## config.mk

```make
export PLATFORM = sky130hd
export DESIGN_NAME = chrisruk_scroll_framer
export DESIGN_NICKNAME = d
export VERILOG_FILES = /design/src/rtl/chrisruk_matrix_pkg.sv /design/src/rtl/chrisruk_font_rom.sv /design/src/rtl/chrisruk_scroll_framer.sv
export SDC_FILE = /design/constraint.sdc
export NUM_CORES = 1
export LEC_CHECK = 0
export CORE_AREA = 2 2 116 118
export DETAILED_ROUTE_END_ITERATION = 10
export DIE_AREA = 0 0 118 120
export GPL_TIMING_DRIVEN = 0
export PLACE_DENSITY = 0.77
export SYNTH_ARGS = -nofsm -noshare
export SYNTH_HDL_FRONTEND = slang
export SYNTH_SLANG_ARGS = --single-unit
```

## constraint.sdc

```tcl
create_clock -name clk -period 4.4 [get_ports clk]
set_input_delay 0.88 -clock clk [delete_from_list [all_inputs] [get_ports clk]]
set_output_delay 0.88 -clock clk [all_outputs]
set_load 0.01 [all_outputs]
```

## src/rtl/chrisruk_matrix_pkg.sv

```systemverilog
// Shared constants for the LED-matrix frame path: geometry, glyph codes,
// framer state encoding and the per-row scroll compose helper.
package chrisruk_matrix_pkg;

  localparam int FRAME_W    = 64;
  localparam int GLYPH_W    = 8;
  localparam int GLYPH_ROWS = 6;
  localparam int GLYPH_BITS = GLYPH_W * GLYPH_ROWS;

  typedef enum logic [2:0] {
    G_H     = 3'd0,
    G_E     = 3'd1,
    G_L     = 3'd2,
    G_O     = 3'd3,
    G_BLANK = 3'd4
  } glyph_e;

  localparam logic [GLYPH_BITS-1:0] FONT_H = 48'h60_6c_76_66_66_e6;
  localparam logic [GLYPH_BITS-1:0] FONT_E = 48'h00_78_cc_fc_c0_78;
  localparam logic [GLYPH_BITS-1:0] FONT_L = 48'h30_30_30_30_30_78;
  localparam logic [GLYPH_BITS-1:0] FONT_O = 48'h00_78_cc_cc_cc_78;

  localparam logic [2:0] ST_HOLD   = 3'd0;
  localparam logic [2:0] ST_RD_CUR = 3'd1;
  localparam logic [2:0] ST_RD_NXT = 3'd2;
  localparam logic [2:0] ST_BUILD  = 3'd3;
  localparam logic [2:0] ST_SHOW   = 3'd4;

  // Shifting the concatenation pulls the leading columns of nxt in on the right.
  function automatic logic [7:0] compose_row(input logic [7:0] cur,
                                             input logic [7:0] nxt,
                                             input logic [2:0] shift);
    logic [15:0] w_pair;
    w_pair = {cur, nxt} << shift;
    return w_pair[15:8];
  endfunction

endpackage

```

## src/rtl/chrisruk_font_rom.sv

```systemverilog
// 8-glyph font ROM, 6 rows of 8 pixels per glyph, one-cycle registered read.
// First byte of o_data is glyph row 0; undefined codes read as blank.
module chrisruk_font_rom
  import chrisruk_matrix_pkg::*;
(
  input  logic                  clk,
  input  logic                  reset,
  input  logic [2:0]            i_addr,
  output logic [GLYPH_BITS-1:0] o_data
);

  always_ff @(posedge clk) begin
    if (reset) begin
      o_data <= '0;
    end else begin
      case (i_addr)
        G_H:     o_data <= FONT_H;
        G_E:     o_data <= FONT_E;
        G_L:     o_data <= FONT_L;
        G_O:     o_data <= FONT_O;
        default: o_data <= '0;
      endcase
    end
  end

endmodule

```

## src/rtl/chrisruk_scroll_framer.sv

```systemverilog
// Scrolling message framer: renders one 8x8 bitmap per scroll step and hands
// it to the serializer over valid/ready; each accepted frame moves one column.
//
//  state  | meaning
//  HOLD   | inter-frame pacing, counts to FRAME_DIV, leaves only when i_run=1
//  RD_CUR | ROM address = current (left) glyph
//  RD_NXT | ROM address = following glyph; current glyph rows latched
//  BUILD  | compose 8 rows from current glyph and ROM output, register frame
//  SHOW   | frame valid, wait for handshake, then advance shift/letter
module chrisruk_scroll_framer
  import chrisruk_matrix_pkg::*;
#(
  parameter int MSG_LEN   = 4,
  parameter int FRAME_DIV = 1000
) (
  input  logic               clk,
  input  logic               reset,
  input  logic               i_run,
  input  logic               i_msg_we,
  input  logic [3:0]         i_msg_addr,
  input  logic [2:0]         i_msg_char,
  output logic               o_frame_valid,
  input  logic               i_frame_ready,
  output logic [FRAME_W-1:0] o_frame_data,
  output logic [3:0]         o_letter_idx,
  output logic [2:0]         o_shift
);

  localparam int              CNT_W    = (FRAME_DIV < 2) ? 1 : $clog2(FRAME_DIV + 1);
  localparam logic [CNT_W-1:0] DIV_C    = CNT_W'(FRAME_DIV);
  localparam logic [3:0]       LAST_IDX = 4'(MSG_LEN - 1);

  logic [2:0]            r_msg [MSG_LEN];
  logic [2:0]            r_state;
  logic [CNT_W-1:0]      r_cnt;
  logic [GLYPH_BITS-1:0] r_cur;
  logic                  r_valid;
  logic [FRAME_W-1:0]    r_data;
  logic [3:0]            r_idx;
  logic [2:0]            r_shift;

  logic [3:0]            w_nxt_idx;
  logic [2:0]            w_cur_code;
  logic [2:0]            w_nxt_code;
  logic [2:0]            w_rom_addr;
  logic [GLYPH_BITS-1:0] w_rom_data;
  logic [FRAME_W-1:0]    w_frame;

  always_ff @(posedge clk) begin
    if (reset) begin
      for (int i = 0; i < MSG_LEN; i++) r_msg[i] <= 3'(i % 4);
    end else if (i_msg_we) begin
      for (int i = 0; i < MSG_LEN; i++) begin
        if (i_msg_addr == 4'(i)) r_msg[i] <= i_msg_char;
      end
    end
  end

  assign w_nxt_idx = (r_idx == LAST_IDX) ? 4'd0 : r_idx + 4'd1;

  always_comb begin
    w_cur_code = '0;
    w_nxt_code = '0;
    for (int i = 0; i < MSG_LEN; i++) begin
      if (r_idx == 4'(i))     w_cur_code = r_msg[i];
      if (w_nxt_idx == 4'(i)) w_nxt_code = r_msg[i];
    end
  end

  assign w_rom_addr = (r_state == ST_RD_NXT) ? w_nxt_code : w_cur_code;

  chrisruk_font_rom u_font_rom (
    .clk    (clk),
    .reset  (reset),
    .i_addr (w_rom_addr),
    .o_data (w_rom_data)
  );

  // In BUILD the ROM output already carries the following glyph.
  always_comb begin
    w_frame = '0;
    for (int r = 0; r < GLYPH_ROWS; r++) begin
      w_frame[FRAME_W-1-GLYPH_W*(r+1) -: GLYPH_W] =
        compose_row(r_cur[GLYPH_BITS-1-GLYPH_W*r -: GLYPH_W],
                    w_rom_data[GLYPH_BITS-1-GLYPH_W*r -: GLYPH_W],
                    r_shift);
    end
  end

  always_ff @(posedge clk) begin
    if (reset) begin
      r_state <= ST_HOLD;
      r_cnt   <= '0;
      r_cur   <= '0;
      r_valid <= 1'b0;
      r_data  <= '0;
      r_idx   <= '0;
      r_shift <= '0;
    end else begin
      case (r_state)
        ST_HOLD: begin
          if (r_cnt == DIV_C) begin
            if (i_run) begin
              r_state <= ST_RD_CUR;
              r_cnt   <= '0;
            end
          end else begin
            r_cnt <= r_cnt + CNT_W'(1);
          end
        end
        ST_RD_CUR: r_state <= ST_RD_NXT;
        ST_RD_NXT: begin
          r_cur   <= w_rom_data;
          r_state <= ST_BUILD;
        end
        ST_BUILD: begin
          r_data  <= w_frame;
          r_valid <= 1'b1;
          r_state <= ST_SHOW;
        end
        ST_SHOW: begin
          if (r_valid && i_frame_ready) begin
            r_valid <= 1'b0;
            r_state <= ST_HOLD;
            if (r_shift == 3'd7) begin
              r_shift <= 3'd0;
              r_idx   <= w_nxt_idx;
            end else begin
              r_shift <= r_shift + 3'd1;
            end
          end
        end
        default: r_state <= ST_HOLD;
      endcase
    end
  end

  assign o_frame_valid = r_valid;
  assign o_frame_data  = r_data;
  assign o_letter_idx  = r_idx;
  assign o_shift       = r_shift;

endmodule

```

==> results_dict.tcl <==
set metrics [dict create \
    fp.dieH_um 120 \
    cpPeakStageDelay_ns 0.55 \
    yosysTopAreaCellShare 0.319 \
    yosysUniqueCellTypes 69 \
    hold_violations 0 \
    seqCellArea_um2 2180 \
    fin_crit_ns 2.43 \
    avgSynthCellArea_um2 8.23 \
    io_buffers 64 \
    ys_async_sr_fraction 0 \
    place.gp.congestion 0.982 \
    rsz0062_at_grt "no" \
    area_growth_pct 21.4 \
    die_w_um 118 \
    timing.final.ws_setup_ns 1.97 \
    post-place-ws_ns 1.60 \
    vias 5541 \
    synth_ff_type "dfxtp_1" \
    routed_wl_mm 17.6 \
    design.die.area_um2 14200 \
    synthMostInstantiatedCell "dfxtp_1" \
    remaining_drc_errors 0 \
    design_area_um2 6920 \
    grt_usage 0.249 \
    p_leak_nw 2.47 \
    io_pins 84 \
    fin_crit_sh 0.552 \
    synth_warnings 0 \
    start_util 0.439 \
    ctsHoldBuffers 0 \
    row_count 42 \
    first_iter_violations 506 \
    path_cells "clkdlybuf4s50_1 -> nor3b_1 -> nand2b_1 -> clkbuf_1 -> nor3_1 -> nand2b_1" \
    grt_pass1_wl_mm 27.8 \
    critPathKind "in2reg" \
    max-clock-path-buffers 2 \
    path_clk_slew_ns 0.07 \
    relSlewSlack 0.529 \
    synthTopCellsByCount "91 x dfxtp_1, 83 x nor2_1, 79 x nand2_1, 53 x a21oi_1, 32 x nor3_1" \
    synth-edff-count 12 \
    cp.arrival_ns 2.53 \
    critPathLaunchType "input pin" \
    place_area_um2 6620 \
    netlist_instances 693 \
    setup.worst_path.end_class "flip-flop" \
    hpwl_mm 12.9 \
    r2r_setup_slack_ns 2.15 \
    synth.top_cells.by_area "dfxtp_1 32%, edfxtp_1 6.3%, nor2_1 5.5%, nand2_1 5.2%, a21oi_1 4.7%" \
    crit_slowest_cell "nor3b_1" \
    grt_antenna_before_repair 0 \
    grt_use_met1 0.302 \
    post-route-util 0.533 \
    grt_use_met2 0.419 \
    ys_ff_latch 103 \
    clock_skew_ns 0.00956 \
    fill_cells 1247 \
    multi_input_area_um2 3110 \
    postCtsResizedCells 0 \
    routedWlPerCell_um 18.2 \
    clockRootBuffer "clkbuf_16" \
    ys_seq_area_frac 0.383 \
    viasPerCell 5.75 \
    ir_drop_uv 155 \
    core_um2 13000 \
    hp-class "reg2reg" \
    max_cap_violations 0 \
    yosysTopAreaCell "dfxtp_1" \
    cts_setup_buffers 0 \
    final_max_slew_viol_count 0 \
    diodes 0 \
    netlist_area_um2 5700 \
    cp.required_ns 4.50 \
    tightest_slew_ns 0.707 \
    grt_overflow 0 \
    cts_tree "done" \
    setup_violations 0 \
    cpMostUsedCell "nand2b_1" \
    cts_sinks 103 \
    firstDrtPassIters 6 \
    cts_max_level 3 \
    status "finished, final reports clean" \
    grt_pass1_vias 5167 \
    grt-busiest-layer "met2" \
    setup_tns_ns 0 \
    grtUsageMet3 0.0732 \
    num-nets-final 804 \
    powerDensity_nw_per_um2 273 \
    max_freq_mhz 412 \
    grt_start_max_net_pins 17 \
    clk_latency_ns 0.36 \
    drive_gt1_frac 0.114 \
    cp_max_fo 9 \
    drtAntennaViolNets 0 \
    numCtsBuffers 9 \
]
## final timing paths
check | to | startpoint | cells after the start
worst max register to register | u_font_rom.o_data[10] | o_letter_idx[0] | 8
worst max-delay path | r_msg[1][0] | i_msg_we | 6
worst min register to register | o_frame_data[30] | o_frame_data[30] | 2
worst min-delay path | o_frame_data[30] | o_frame_data[30] | 2
## report_power, final
part	switching, mW	leakage [nW]	internal (mW)
Sequential	0.0126	0.852	0.964
Combinational	0.0664	1.47	0.0429
Clock	0.354	0.148	0.451
Total	0.433	2.47	1.46
## kinds of logic (layout without fill, tap and decap cells)
kind of cell | after synthesis | count (layout) | share of synthesized area
simple gates | 269 | 269 | 0.222
buf+inv | 93 | 173 | 0.0821
other cells | 1 | 16 | 0.000658
fa+ha+maj | 9 | 9 | 0.0197
compound gates | 179 | 179 | 0.213
xor+xnor | 10 | 10 | 0.0154
flops | 103 | 103 | 0.383
mux | 29 | 29 | 0.0643
## critical path: cells and delay by family
family	cells	cell delay, ns
buf+inv	2	0.65
simple gates	4	0.99
## metal layers
layer,wire length (um),part of all wire
met5,0,0
met1,7120,0.41
met3,1770,0.10
met4,555,0.032
met2,8110,0.46
## flip-flops by register name, indices dropped and copies added, names as in the netlist
| signal | flops |
|---|---|
| o_frame_data | 48 |
| o_frame_valid | 1 |
| o_letter_idx | 4 |
| o_shift | 3 |
| r_cnt | 10 |
| r_cur | 11 |
| r_msg | 12 |
| r_state | 3 |
| u_font_rom.o_data | 11 |
## through the flow
stage / total power, mW / std cells / hold slack [ns]
3_3_place_gp: 1.10 / 948 / 0.444
2_1_floorplan: 1.07 / 708 / 0.441
5_1_grt: 1.95 / 964 / 0.470
3_5_place_dp: 1.10 / 948 / 0.445
4_1_cts: 1.89 / 964 / 0.455
6_report: 1.89 / 964 / 0.456
## area by class of cell
type	instances	share of cell area
plain buffers	74	0.0573
clock buffers	13	0.0407
clock inverters	3	0.00325
inverters	19	0.0103
multi-input cells	512	0.449
flip-flops and latches	103	0.315
well taps	176	0.0318
repair buffers	64	0.0925
## layout by cell type (no fill, tap or decap), types with 20 or more instances in the layout
| cell type | instances |
|---|---|
| a211oi_1 | 25 |
| a21oi_1 | 53 |
| buf_4 | 20 |
| clkbuf_1 | 31 |
| clkdlybuf4s50_1 | 64 |
| dfxtp_1 | 91 |
| nand2_1 | 79 |
| nor2_1 | 83 |
| nor3_1 | 32 |
| o21ai_0 | 27 |
No activity file was read; power rests on OpenSTA's default activity.
